`config.mk`:
```
export PLATFORM = sky130hd
export DESIGN_NAME = mdu_iter_flat
export DESIGN_NICKNAME = d
export VERILOG_FILES = /design/src/rtl/mdu_iter_if.sv /design/src/rtl/mdu_iter.sv /design/src/flat_wrapper.sv
export SDC_FILE = /design/constraint.sdc
export NUM_CORES = 1
export LEC_CHECK = 0
export CORE_ASPECT_RATIO = 1.75
export CORE_MARGIN = 10
export CORE_UTILIZATION = 39
export DETAILED_ROUTE_END_ITERATION = 6
export PLACE_DENSITY = 0.54
export SYNTH_ARGS = -nofsm -noshare
export SYNTH_HDL_FRONTEND = slang
export SYNTH_SLANG_ARGS = --single-unit
```
`constraint.sdc`:
```
create_clock -name clk -period 4.45 [get_ports clk]
set_clock_uncertainty 0.05 [all_clocks]
set_input_delay 0.6675 -clock clk [delete_from_list [all_inputs] [get_ports clk]]
set_output_delay 0.6675 -clock clk [all_outputs]
set_load 0.02 [all_outputs]
```
`src/rtl/mdu_iter_if.sv`:
```
// Request/response bundle between the datapath and the iterative multiply/divide unit.
// The datapath drives the request side; the unit returns status and the HI/LO registers.
interface mdu_iter_if #(
    parameter int unsigned WIDTH = 32
);
    logic             start;
    logic [2:0]       op;
    logic [WIDTH-1:0] A;
    logic [WIDTH-1:0] B;
    logic             busy;
    logic             done;
    logic [WIDTH-1:0] hi;
    logic [WIDTH-1:0] lo;

    modport master (
        output start, op, A, B,
        input  busy, done, hi, lo
    );

    modport slave (
        input  start, op, A, B,
        output busy, done, hi, lo
    );
endinterface

```
`src/rtl/mdu_iter.sv`:
```
// Iterative multiply/divide unit that owns the HI/LO registers.
// It handles one bit per cycle (shift-add multiply, restoring divide) and then applies a sign fix-up.
module mdu_iter #(
    parameter int unsigned WIDTH = 32,
    parameter int unsigned CNT_W = 5
) (
    input logic       clk,
    input logic       reset,
    mdu_iter_if.slave bus
);
    typedef enum logic [1:0] {StIdle, StRun, StFix} state_e;

    localparam logic [CNT_W-1:0] LastCnt = CNT_W'(WIDTH - 1);

    state_e             state_q, state_d;
    logic [CNT_W-1:0]   cnt_q, cnt_d;
    logic [2*WIDTH-1:0] acc_q, acc_d;
    logic [WIDTH-1:0]   opnd_q, opnd_d;
    logic [WIDTH-1:0]   hi_q, hi_d;
    logic [WIDTH-1:0]   lo_q, lo_d;
    logic               is_div_q, is_div_d;
    logic               res_neg_q, res_neg_d;
    logic               rem_neg_q, rem_neg_d;
    logic               done_q, done_d;

    logic               signed_op;
    logic               sign_xor;
    logic [WIDTH-1:0]   abs_a, abs_b;
    logic [WIDTH:0]     add_sum;
    logic [WIDTH:0]     shl;
    logic [WIDTH:0]     trial;
    logic [2*WIDTH-1:0] prod_fix;
    logic [WIDTH-1:0]   quo_fix, rem_fix;

    assign signed_op = bus.op[0];
    assign sign_xor  = bus.A[WIDTH-1] ^ bus.B[WIDTH-1];
    assign abs_a     = (signed_op && bus.A[WIDTH-1]) ? -bus.A : bus.A;
    assign abs_b     = (signed_op && bus.B[WIDTH-1]) ? -bus.B : bus.B;

    // Multiply: acc holds {partial product, remaining multiplier bits}.
    assign add_sum = {1'b0, acc_q[2*WIDTH-1:WIDTH]} + (acc_q[0] ? {1'b0, opnd_q} : '0);

    // Divide: acc holds {partial remainder, remaining dividend / growing quotient}.
    assign shl   = {acc_q[2*WIDTH-1:WIDTH], acc_q[WIDTH-1]};
    assign trial = shl - {1'b0, opnd_q};

    assign prod_fix = res_neg_q ? -acc_q : acc_q;
    assign quo_fix  = res_neg_q ? -acc_q[WIDTH-1:0] : acc_q[WIDTH-1:0];
    assign rem_fix  = rem_neg_q ? -acc_q[2*WIDTH-1:WIDTH] : acc_q[2*WIDTH-1:WIDTH];

    always_comb begin
        state_d   = state_q;
        cnt_d     = cnt_q;
        acc_d     = acc_q;
        opnd_d    = opnd_q;
        hi_d      = hi_q;
        lo_d      = lo_q;
        is_div_d  = is_div_q;
        res_neg_d = res_neg_q;
        rem_neg_d = rem_neg_q;
        done_d    = 1'b0;

        unique case (state_q)
            StIdle: begin
                if (bus.start) begin
                    case (bus.op)
                        3'b000, 3'b001: begin
                            acc_d     = {{WIDTH{1'b0}}, abs_b};
                            opnd_d    = abs_a;
                            is_div_d  = 1'b0;
                            res_neg_d = signed_op & sign_xor;
                            rem_neg_d = 1'b0;
                            cnt_d     = '0;
                            state_d   = StRun;
                        end
                        3'b010, 3'b011: begin
                            acc_d     = {{WIDTH{1'b0}}, abs_a};
                            opnd_d    = abs_b;
                            is_div_d  = 1'b1;
                            res_neg_d = signed_op & sign_xor;
                            rem_neg_d = signed_op & bus.A[WIDTH-1];
                            cnt_d     = '0;
                            state_d   = StRun;
                        end
                        3'b100:  hi_d = bus.A;
                        3'b101:  lo_d = bus.A;
                        default: ;
                    endcase
                end
            end
            StRun: begin
                if (is_div_q) begin
                    // No borrow out of the trial subtraction means the divisor fits.
                    if (!trial[WIDTH]) begin
                        acc_d = {trial[WIDTH-1:0], acc_q[WIDTH-2:0], 1'b1};
                    end else begin
                        acc_d = {shl[WIDTH-1:0], acc_q[WIDTH-2:0], 1'b0};
                    end
                end else begin
                    acc_d = {add_sum, acc_q[WIDTH-1:1]};
                end
                cnt_d = cnt_q + 1'b1;
                if (cnt_q == LastCnt) begin
                    state_d = StFix;
                end
            end
            StFix: begin
                if (!is_div_q) begin
                    hi_d = prod_fix[2*WIDTH-1:WIDTH];
                    lo_d = prod_fix[WIDTH-1:0];
                end else if (opnd_q != '0) begin
                    // A zero divisor leaves HI/LO untouched but still completes.
                    hi_d = rem_fix;
                    lo_d = quo_fix;
                end
                done_d  = 1'b1;
                state_d = StIdle;
            end
            default: state_d = StIdle;
        endcase
    end

    always_ff @(posedge clk or negedge reset) begin
        if (!reset) begin
            state_q   <= StIdle;
            cnt_q     <= '0;
            acc_q     <= '0;
            opnd_q    <= '0;
            hi_q      <= '0;
            lo_q      <= '0;
            is_div_q  <= 1'b0;
            res_neg_q <= 1'b0;
            rem_neg_q <= 1'b0;
            done_q    <= 1'b0;
        end else begin
            state_q   <= state_d;
            cnt_q     <= cnt_d;
            acc_q     <= acc_d;
            opnd_q    <= opnd_d;
            hi_q      <= hi_d;
            lo_q      <= lo_d;
            is_div_q  <= is_div_d;
            res_neg_q <= res_neg_d;
            rem_neg_q <= rem_neg_d;
            done_q    <= done_d;
        end
    end

    assign bus.busy = (state_q != StIdle);
    assign bus.done = done_q;
    assign bus.hi   = hi_q;
    assign bus.lo   = lo_q;
endmodule

```
`src/flat_wrapper.sv`:
```
// flat-port wrapper written by rule: the top's interface ports become plain ports
module mdu_iter_flat 
#(
    parameter int unsigned WIDTH = 32,
    parameter int unsigned CNT_W = 5
)
  (clk, reset, bus_start, bus_op, bus_A, bus_B, bus_busy, bus_done, bus_hi, bus_lo);
  mdu_iter_if #(.WIDTH(WIDTH)) bus_i ();
  input logic clk;
  input logic reset;
  input wire logic [$bits(bus_i.start)-1:0] bus_start;
  input wire logic [$bits(bus_i.op)-1:0] bus_op;
  input wire logic [$bits(bus_i.A)-1:0] bus_A;
  input wire logic [$bits(bus_i.B)-1:0] bus_B;
  output wire logic [$bits(bus_i.busy)-1:0] bus_busy;
  output wire logic [$bits(bus_i.done)-1:0] bus_done;
  output wire logic [$bits(bus_i.hi)-1:0] bus_hi;
  output wire logic [$bits(bus_i.lo)-1:0] bus_lo;
  assign bus_i.start = bus_start;
  assign bus_i.op = bus_op;
  assign bus_i.A = bus_A;
  assign bus_i.B = bus_B;
  assign bus_busy = bus_i.busy;
  assign bus_done = bus_i.done;
  assign bus_hi = bus_i.hi;
  assign bus_lo = bus_i.lo;
  mdu_iter #(.WIDTH(WIDTH), .CNT_W(CNT_W)) u_core (.clk(clk), .reset(reset), .bus(bus_i));
endmodule
```
# After elaboration in Yosys (flattened, before gate mapping)
# Cells that the tools add are included.
# classes
addsub	8
n_bitwise	3
eq_ne	15
muxes	32
n_reduce_logical	19
# ops
operator	n
$mux W32	13
$mux W64	4
$pmux W64 S2	2
$pmux W32 S2	3
$neg A32 Y32	4
$neg A64 Y64	1
$add A32 B33 Y33	1
$sub A33 B32 Y33	1
$reduce_bool A32 Y1	1
$reduce_and A3 Y1	5
$mux W5	2
$pmux W5 S2	1
$ne A2 B2 Y1 const B	4
$reduce_and A4 Y1	2
$reduce_bool A2 Y1	4
$eq A3 B2 Y1 const B	2
$eq A3 B3 Y1 const B	2
$mux W2	3
$ne A3 B3 Y1 const B	2
$add A5 B1 Y5 const B	1
$eq A5 B5 Y1 const B	1
$pmux W1 S2	2
$pmux W2 S2	1
$reduce_or A2 Y1	2
11 further kinds	13
# totals
output_inout_bits	66
regBits	171
in_bits	70
wordCells	87

# Longest topological paths before layout
# Gate-level depths: netlist (run 1).
# depth
ltp_word	5
ltp_mapped	15
ltp_nobuf	14

# Worst setup path before layout (run 1)
# Ideal clock, no wire load.
# synth_path
path_kind	register to register
from	register u_core.acc_q[0]
to	register u_core.acc_q[60]
n_path_buf	1
period_less_slack_ns	3.236
setup_time_ns	0.142
t_arrival_ns	3.044
required_ns	4.258
stages_incl_launch_ff	15
path_slack_ns	1.214
cell_sequence	dfrtp_1 inv_1 clkbuf_1 nor2_1 ha_1 a2111o_1 o211a_1 o311ai_0 o31a_1 a211o_1 nand2_1 a311o_1 a21oi_1 xor2_1 o221ai_1
# synth_via
elab_chain_len	4
# synth_rtl
item	line	text
start, declared	mdu_iter.sv:17	logic [2*WIDTH-1:0] acc_q, acc_d;
start signal, assigned	mdu_iter.sv:127	acc_q <= '0;
start signal, assigned	mdu_iter.sv:138	acc_q <= acc_d;
$mux W32	mdu_iter.sv:41	assign add_sum = {1'b0, acc_q[2*WIDTH-1:WIDTH]} + (acc_q[0] ? {1'b0, opnd_q} : '0);
$add A32 B33 Y33	mdu_iter.sv:41	
$mux W64	mdu_iter.sv:92	if (is_div_q) begin
$pmux W64 S2	mdu_iter.sv:63	unique case (state_q)
# Every way passes these cells.
# A chain may end at the register's enable or synchronous reset.

# Worst setup path in the final report (run 1)
# layout_path
from	register u_core.acc_q[33]
to	register u_core.acc_q[58]
# layout_via
elab_chain_len	4
elab_cells_between_ends	5
classes_between	add/sub (2); mux (3)
# layout_rtl
item	line	text
$sub A33 B32 Y33	mdu_iter.sv:45	assign trial = shl - {1'b0, opnd_q};
$mux W64	mdu_iter.sv:94	if (!trial[WIDTH]) begin
$mux W64 *	mdu_iter.sv:92	
$pmux W64 S2 *	mdu_iter.sv:63	
# Every way passes the cells marked *; elsewhere a longest branch is shown, timed or not.

==> results_dict.tcl, run 1 <==
set metrics [dict create \
    worstSetupStartpointType "register" \
    worst_path_largest_cell_delay_ns 1.04 \
    numCtsBuffers 17 \
    r2r_end "u_core.acc_q[58]" \
    start_util_pct 39.5 \
    synth_area_leaders "dfrtp_1 (28%), o21ai_0 (6.4%), a21oi_1 (6.3%)" \
    r2r_start "u_core.acc_q[33]" \
    crit_required_ns 4.75 \
    drt-total-wl_mm 67.4 \
    cts_sinks 171 \
    syn_inst 1997 \
    ctsResizeCount 0 \
    gp_congestion 1.03 \
    cts-root-buf "clkbuf_16" \
    drive_gt1_share_pct 7.01 \
    port_buffers 135 \
    n_fill_cell 3871 \
    first_pass_iters 6 \
    yosysMostFrequentCell "nand2_1" \
    critPathKind "register to register" \
    holdBufCountCts 0 \
    avgSynthCellArea_um2 7.60 \
    die_x_um 169 \
    die_area_um2 47500 \
    yosysUniqueCellTypes 86 \
    netlist_area_um2 15200 \
    antenna_left 0 \
    rsz0062_at_grt "no" \
    max_freq_mhz 247 \
    endpoint_kind "register" \
    fp-row-count 95 \
    cts_tree "yes" \
    clk_latency_ns 0.47 \
    synth-edff-count 0 \
    drc 0 \
    routed_via_density 6.10 \
    final_area_um2 17800 \
    worst_path_max_delay_cell "xnor2_4" \
    max_slew_margin_pct 15.1 \
    irDropWorstVdd_v 0.000476 \
    hp-class "primary input to async pin" \
    coreArea_um2 38400 \
    clk_pin_slew_ns 0.09 \
    avgRoutedWirePerCell_um 26.1 \
    io_pins 136 \
    fin_nets 2226 \
    yosys.area.top_type_share_pct 28.2 \
    synth.largest_area_cell "dfrtp_1" \
    yosys_register_bits 171 \
    grt_max_degree 91 \
    htree_levels 4 \
    synth.top_cells.by_count "nand2_1 (239), nor2_1 (220), o21ai_0 (194)" \
    crit_arrival_ns 4.34 \
    finalSetupViolCount 0 \
    ff2ff_path_depth 10 \
    crit_top_cell "a31o_2" \
    grt_pass1_vias 15600 \
    synthFlopType "dfrtp_1" \
    dieHeight_um 281 \
    grt_use_total_pct 27.5 \
    overflow 0 \
    pre_cts_slack_ns 0.458 \
    holdWs_ns 0.177 \
    r2r_setup_slack_ns 0.40 \
    tightest_slew_ns 1.27 \
    path_max_fanout 40 \
    max_cap_violations 0 \
    dp_hpwl_mm 53.7 \
    drv_slew 0 \
    status "finished clean" \
    path_cells "ha_1, nor2b_1, o31a_1, a31o_2, a31o_2, o21ai_2, a31oi_4, xnor2_4, o21ai_0, a221o_1" \
    antenna_found_initial 2 \
    postPlaceCellArea_um2 17100 \
    grt_pass1_wl_mm 98.8 \
    drt_iter0_markers 1130 \
    async_reset_ff_share_pct 100 \
    area_growth_syn_to_layout_pct 17.1 \
    p_per_area_nw_per_um2 877 \
    synth_warnings 0 \
    final.setup.tns_ns 0 \
    post-route-period-util_pct 90.9 \
    fin_crit_ns 4.05 \
    post-cts-setup-buffers 0 \
    p_leak_uw 0.00741 \
    syn_nets 2139 \
    fin_ws_ns 0.405 \
    cts_buffer_depth 2 \
    hold_viol 0 \
    num_vias 15800 \
    ys_seq_area_share_pct 28.2 \
]
worst max-delay path, delay by kind of cell, from the launching register on:
family	cells	cell delay (ns)
AOI/OAI and AO/OA	7	1.79
xor gates and xnor gates	1	1.04
DFF	1	0.49
adders and majority gates	1	0.37
and+or+nand+nor	1	0.17
through the flow:
stage,utilization (%),instances,total power (uW)
final,46.3,2583,15600
after global routing,46.3,2583,16600
after detailed placement,44.7,2550,13800
after floorplan,-,1997,10000
after global placement,44.7,2550,13700
after CTS,46.3,2582,15500
layout by cell type, fill, tap and decap left out, types with 8 or more instances in the layout:
cell,synthesis,layout
nand4_1,15,15
ha_1,70,70
a31oi_1,22,22
buf_4,0,60
a21oi_1,191,191
nand3_1,22,22
xnor2_1,92,92
nor2b_1,17,17
clkdlybuf4s50_1,0,134
o22ai_1,14,14
and2_1,10,10
nand2b_1,25,22
a211oi_1,16,16
a21o_1,25,25
o21ai_1,13,13
o21a_1,13,13
inv_1,66,66
mux2i_1,49,49
nor2_1,220,220
a22oi_1,17,17
xor2_1,77,77
a22o_1,10,10
o41ai_1,13,13
o21ai_0,194,194
a21boi_0,8,8
o31ai_1,45,45
nor4_1,18,18
dfrtp_1,171,170
nor3_1,40,40
clkbuf_16,0,17
o21bai_1,11,9
mux2_2,11,11
o221ai_1,12,12
or3_1,15,15
and3_1,9,9
nand2_1,239,239
where the power goes:
group	internal (uW)	switching, uW	total, uW	leakage (uW)
logic	4200	6420	10600	0.00501
registers	2290	1030	3320	0.00210
clock network	817	830	1650	0.000302
cell type report:
cell class / count / area (um^2) / area share [%]
clock buffer: 17 / 425 / 2.39
tap: 485 / 607 / 3.42
sequential: 171 / 4280 / 24.1
multi-input combinational: 1630 / 10200 / 57.3
antenna: 1 / 2.50 / 0.0141
timing repair buffer: 196 / 1820 / 10.3
inverter: 68 / 255 / 1.44
clock inverter: 15 / 193 / 1.08
logic make-up after synthesis:
| kind of cell | after synthesis | synth area share (%) |
|---|---|---|
| DFF | 171 | 28.2 |
| muxes | 60 | 4.05 |
| xor gates and xnor gates | 170 | 9.86 |
| and+or+nand+nor | 676 | 20.5 |
| AOI/OAI and AO/OA | 652 | 26.4 |
| adders and majority gates | 72 | 6.03 |
| buffers and inverters | 196 | 4.99 |
per-layer routing:
| metal | share of wire, % | routed length (um) | GRT usage, % | vias to the layer above |
|---|---|---|---|---|
| met4 | 8.5 | 5720 | 20.8 | 2 |
| met2 | 54 | 36500 | 51.6 | 548 |
| li1 | - | - | - | 7300 |
| met1 | 34 | 22900 | 26.9 | 7669 |
| met3 | 3.4 | 2280 | 2.88 | 233 |
| met5 | 0.030 | 20 | 0 | - |
state kept, by name, summed over array words and instances, names as in the netlist:
signal / flops
u_core.res_neg_q: 1
u_core.opnd_q: 32
u_core.is_div_q: 1
u_core.cnt_q: 5
u_core.acc_q: 64
u_core.rem_neg_q: 1
u_core.state_q: 2
u_core.bus.done: 1
u_core.bus.lo: 32
u_core.bus.hi: 32
how the worst max path moves through the flow:
stage / startpoint / cells after the start / endpoint / slack, ns
3_5_place_dp: u_core.acc_q[33] / 10 / u_core.acc_q[58] / 0.46
5_1_grt: u_core.acc_q[33] / 10 / u_core.acc_q[58] / 0.27
6_report: u_core.acc_q[33] / 10 / u_core.acc_q[58] / 0.40
2_1_floorplan: u_core.acc_q[0] / 14 / u_core.acc_q[60] / 1.21
3_3_place_gp: u_core.acc_q[33] / 10 / u_core.acc_q[58] / 0.56
4_1_cts: u_core.acc_q[33] / 10 / u_core.acc_q[58] / 0.43
(Power assumes the default switching activity.)
==> inputs of run 2 (changes only) <==
--- a/config.mk
+++ b/config.mk
@@ -5,11 +5,12 @@
 export SDC_FILE = /design/constraint.sdc
 export NUM_CORES = 1
 export LEC_CHECK = 0
-export CORE_ASPECT_RATIO = 1.75
-export CORE_MARGIN = 10
+export CORE_ASPECT_RATIO = 0.75
+export CORE_MARGIN = 5
 export CORE_UTILIZATION = 39
 export DETAILED_ROUTE_END_ITERATION = 6
 export PLACE_DENSITY = 0.54
+export SKIP_CTS_REPAIR_TIMING = 1
 export SYNTH_ARGS = -nofsm -noshare
 export SYNTH_HDL_FRONTEND = slang
 export SYNTH_SLANG_ARGS = --single-unit
==> results_dict.tcl, run 2 (synthesized netlist as in run 1, its figures left out) <==
set metrics [dict create \
    final_common_cell "nand2_1" \
    coreArea_um2 38400 \
    cp_num_cells 12 \
    worstSetupStartpointType "register" \
    r2r_end "u_core.acc_q[62]" \
    cts_buffer_depth 2 \
    p_int_uw 7200 \
    io_pins 136 \
    p_per_area_nw_per_um2 868 \
    antenna_found_initial 0 \
    max_slew_margin_pct 37.3 \
    r2r_setup_slack_ns 0.49 \
    avgRoutedWirePerCell_um 23.8 \
    drive_gt1_share_pct 6.52 \
    clk_pin_slew_ns 0.09 \
    largest_reg_flops 64 \
    post-route-period-util_pct 89.1 \
    fp-row-count 62 \
    area_growth_syn_to_layout_pct 16.9 \
    grt_pass1_vias 14200 \
    htree_levels 4 \
    max_cap_violations 0 \
    tightest_slew_ns 0.935 \
    cts-root-buf "clkbuf_16" \
    cts_tree "yes" \
    worst_path_max_delay_cell "buf_4" \
    power.share.combinational_pct 67.4 \
    port_buffers 135 \
    die_area_um2 43000 \
    critPathKind "register to register" \
    endpoint_kind "register" \
    clk_latency_ns 0.47 \
    cts_sinks 171 \
    pwr-share-clk_pct 10.6 \
    max_freq_mhz 252 \
    holdWs_ns 0.168 \
    numCtsBuffers 17 \
    irDropWorstVdd_v 0.000378 \
    path_max_fanout 42 \
    grt_use_total_pct 28.0 \
    path_cells "ha_1, fa_1, nor2b_1, o31a_1, a31o_2, a31o_2, o21ai_2, a31oi_4, xnor2_4, buf_4, o21ai_0, a221o_1" \
    sequentialPowerShare_pct 22.0 \
    rsz0062_at_grt "no" \
    hp-class "primary input to async pin" \
    finalSetupViolCount 0 \
    drv_slew 0 \
    critPathTopFamily "compound AO/OA/AOI/OAI gates" \
    start_util_pct 39.5 \
    dp_hpwl_mm 48.4 \
    die_x_um 238 \
    first_pass_iters 6 \
    crit_required_ns 4.76 \
    status "finished clean" \
    fin_crit_ns 3.96 \
    antenna_left 0 \
    drt-total-wl_mm 61.9 \
    crit_arrival_ns 4.27 \
    final.setup.tns_ns 0 \
    cp-endpoint "u_core.acc_q[62]" \
    p_sw_share_pct 53.2 \
    dieHeight_um 181 \
    worst-path-buf-inv 1 \
    p_leak_uw 0.00736 \
    hold_viol 0 \
    fin_nets 2215 \
    dp.cells 2566 \
    layout_common_cells "nand2_1 (239), nor2_1 (220), o21ai_0 (194), a21oi_1 (191), dfrtp_1 (170)" \
    r2r_start "u_core.opnd_q[0]" \
    routed_via_density 6.04 \
    gp_congestion 0.955 \
    setup.worst_path.start "u_core.opnd_q[0]" \
    drt_iter0_markers 2015 \
    top_register "u_core.acc_q" \
    crit_top_cell "a31o_2" \
    grt_max_degree 92 \
    ff2ff_path_depth 12 \
    switching_power_uw 8200 \
    layout.cells.non_filler 2598 \
    grt_pass1_wl_mm 92.5 \
    num_vias 15700 \
    overflow 0 \
    drc 0 \
    n_antenna_cell 0 \
    worst_path_largest_cell_delay_ns 0.47 \
]
run 2: cell count changes in the layout (fill, tap and decap cells not counted), sizes merged:
cell,previous run,this run
clkinv,6,9
inv,76,73
diode,1,0
buf,62,51
run 2: worst reg2reg max path, stage by stage, from the launching register on:
cell and delay [ns]:
dfrtp_1 0.45, ha_1 0.26, fa_1 0.38, nor2b_1 0.26
o31a_1 0.25, a31o_2 0.27, a31o_2 0.23, o21ai_2 0.12
a31oi_4 0.36, xnor2_4 0.15, buf_4 0.47, o21ai_0 0.30
a221o_1 0.34
run 2: power groups by stage:
stage / clock, uW / combinational [uW] / sequential (uW)
after floorplan: 0 / 6910 / 3140
after global placement: 0 / 10100 / 3340
after detailed placement: 0 / 10200 / 3360
after CTS: 1670 / 10200 / 3320
after global routing: 1730 / 11300 / 3440
final: 1640 / 10400 / 3380
run 2: worst min-delay path by stage:
stage / end / from
2_1_floorplan: u_core.acc_q[0] / reset
3_3_place_gp: u_core.bus.lo[10] / u_core.bus.lo[10]
3_5_place_dp: u_core.bus.lo[30] / u_core.bus.lo[30]
4_1_cts: u_core.acc_q[9] / reset
5_1_grt: u_core.acc_q[9] / reset
6_report: u_core.acc_q[9] / reset
run 2: per-layer routing:
metal | vias to the layer above | part of all wire [%] | global-route usage [%]
met3 | 36 | 11 | 7.04
met4 | 0 | 0.82 | 3.74
met1 | 7603 | 50 | 45.9
met2 | 745 | 39 | 37.1
li1 | 7301 | - | -
met5 | - | 0 | 0
run 2: area by class of cell:
type | instances | area, um^2
Fill cell | 3885 | 20700
Clock inverter | 15 | 200
Timing Repair Buffer | 185 | 1750
Multi-Input combinational cell | 1630 | 10200
Tap cell | 512 | 641
Inverter | 68 | 255
Sequential cell | 171 | 4280
Clock buffer | 17 | 425
run 2: per-stage QoR:
stage / area (um^2) / util [%] / setup WS (ns) / total power (uW)
after floorplan: 15200 / - / 1.21 / 10000
after global placement: 17100 / 44.6 / 0.577 / 13500
after detailed placement: 17100 / 44.6 / 0.585 / 13500
after CTS: 17700 / 46.2 / 0.584 / 15200
after global routing: 17700 / 46.2 / 0.289 / 16500
final: 17700 / 46.2 / 0.487 / 15400
==> inputs of run 3 (changes only) <==
--- a/config.mk
+++ b/config.mk
@@ -10,6 +10,7 @@
 export CORE_UTILIZATION = 39
 export DETAILED_ROUTE_END_ITERATION = 6
 export PLACE_DENSITY = 0.54
+export REMOVE_ABC_BUFFERS = 1
 export SKIP_CTS_REPAIR_TIMING = 1
 export SYNTH_ARGS = -nofsm -noshare
 export SYNTH_HDL_FRONTEND = slang
==> constraint.sdc (replaced) <==
create_clock -name clk -period 4.3 [get_ports clk]
set_clock_uncertainty 0.05 [all_clocks]
set_input_delay 0.645 -clock clk [delete_from_list [all_inputs] [get_ports clk]]
set_output_delay 0.645 -clock clk [all_outputs]
set_load 0.02 [all_outputs]
==> results_dict.tcl, run 3 (synthesized netlist as in run 1, its figures left out) <==
set metrics [dict create \
    port_buffers 135 \
    htree_levels 4 \
    rsz0062_at_grt "no" \
    dp.cells 2566 \
    layout.cells.non_filler 2597 \
    overflow 0 \
    p_leak_uw 0.00733 \
    largest_reg_flops 64 \
    drc 0 \
    final_common_cell "nand2_1" \
    cts_sinks 171 \
    io_pins 136 \
    start_util_pct 39.5 \
    max_freq_mhz 262 \
    n_antenna_cell 0 \
    tightest_slew_ns 1.12 \
    grt_max_degree 101 \
    numCtsBuffers 17 \
    worst_path_largest_cell_delay_ns 0.62 \
    avgRoutedWirePerCell_um 22.6 \
    crit_top_cell "a21oi_1" \
    drive_gt1_share_pct 6.33 \
    drt_iter0_markers 1527 \
    hp-class "primary input to async pin" \
    r2r_setup_slack_ns 0.48 \
    dieHeight_um 181 \
    endpoint_kind "register" \
    antenna_found_initial 1 \
    p_per_area_nw_per_um2 877 \
    max_cap_violations 0 \
    postLayoutCoreUtil_pct 46.1 \
    clk_pin_slew_ns 0.07 \
    area_growth_syn_to_layout_pct 16.6 \
    critPathKind "register to register" \
    die_area_um2 43000 \
    die_x_um 238 \
    path_cells "inv_1, ha_1, nor2b_1, o31a_1, o21ai_1, a211oi_1, o41ai_2, a21oi_1, and4_1, o41ai_1, a21oi_1, a221o_1" \
    cts_tree "yes" \
    dp_hpwl_mm 44.5 \
    worst-path-buf-inv 1 \
    fin_nets 2215 \
    cts-root-buf "clkbuf_16" \
    worstSetupStartpointType "register" \
    drv_slew 0 \
    grt_pass1_wl_mm 90.0 \
    path_max_fanout 5 \
    coreArea_um2 38400 \
    gp_congestion 0.921 \
    grt_use_total_pct 26.8 \
    grt_pass1_vias 14300 \
    max_slew_margin_pct 25.1 \
    clk_latency_ns 0.46 \
    antenna_left 0 \
    routed_via_density 5.87 \
    n_fill_cell 3896 \
    irDropWorstVdd_v 0.000419 \
    first_pass_iters 5 \
    top_register "u_core.acc_q" \
    hold_viol 0 \
    post-route-period-util_pct 88.8 \
    multiInputGateArea_um2 10200 \
    status "finished clean" \
    final.setup.tns_ns 0 \
    drt-total-wl_mm 58.8 \
    critPathTopFamily "compound AO/OA/AOI/OAI gates" \
    crit_arrival_ns 4.11 \
    finalSetupViolCount 0 \
    fin_crit_ns 3.82 \
    seq_area_um2 4280 \
    layout_common_cells "nand2_1 (239), nor2_1 (220), o21ai_0 (194), a21oi_1 (191), dfrtp_1 (170)" \
    total_power_uw 15500 \
    crit_required_ns 4.59 \
    fp-row-count 62 \
    num_vias 15200 \
    cts_buffer_depth 2 \
    worst_path_max_delay_cell "o41ai_2" \
]
[run 3: changes by cell type in the layout (fill, tap and decap cells not counted), sizes merged]
cell,change
buf,-1
bufinv,+1
clkbuf,+5
clkinv,-6
clkinvlp,+4
inv,-4
[run 3: stage by stage]
step / cell area [um^2] / setup slack (ns) / hold WS, ns
floorplan: 14700 / -1.49 / 0.299
global placement: 17100 / 0.366 / 0.410
detailed placement: 17100 / 0.331 / 0.417
CTS: 17700 / 0.553 / 0.275
global route: 17700 / 0.250 / 0.304
finish: 17700 / 0.482 / 0.234
[run 3: final cells by class]
class | count | area share (%)
repair buffers | 185 | 9.99
flip-flops and latches | 171 | 24.2
well taps | 512 | 3.62
clock inverters | 10 | 0.665
inverters | 68 | 1.44
multi-input cells | 1630 | 57.5
clock buffers | 21 | 2.55
[run 3: path summary, 6_finish.rpt]
path                                         from           endpoint  depth (start not counted)
max in group asynchronous                   reset    u_core.acc_q[9]                          2
worst min-delay path                        reset  u_core.bus.lo[21]                          1
worst min register to register  u_core.bus.lo[18]  u_core.bus.lo[18]                          2
min in group clk                u_core.bus.lo[18]  u_core.bus.lo[18]                          2
worst max-delay path             u_core.opnd_q[1]   u_core.acc_q[57]                         12
worst max register to register   u_core.opnd_q[1]   u_core.acc_q[57]                         12
[run 3: power breakdown]
part / leakage (uW) / internal, uW / switching, uW
logic: 0.00496 / 4300 / 6130
registers: 0.00210 / 2370 / 1090
clock network: 0.000266 / 871 / 752
[run 3: layer usage]
metal / global-route usage, % / part of all wire (%) / vias up / wire (um)
li1: - / - / 7291 / -
met1: 41.6 / 50 / 7321 / 29500
met3: 6.36 / 7.5 / 67 / 4440
met2: 37.4 / 40 / 556 / 23700
met4: 6.07 / 2.0 / 2 / 1150
met5: 0 / 0.012 / - / 7
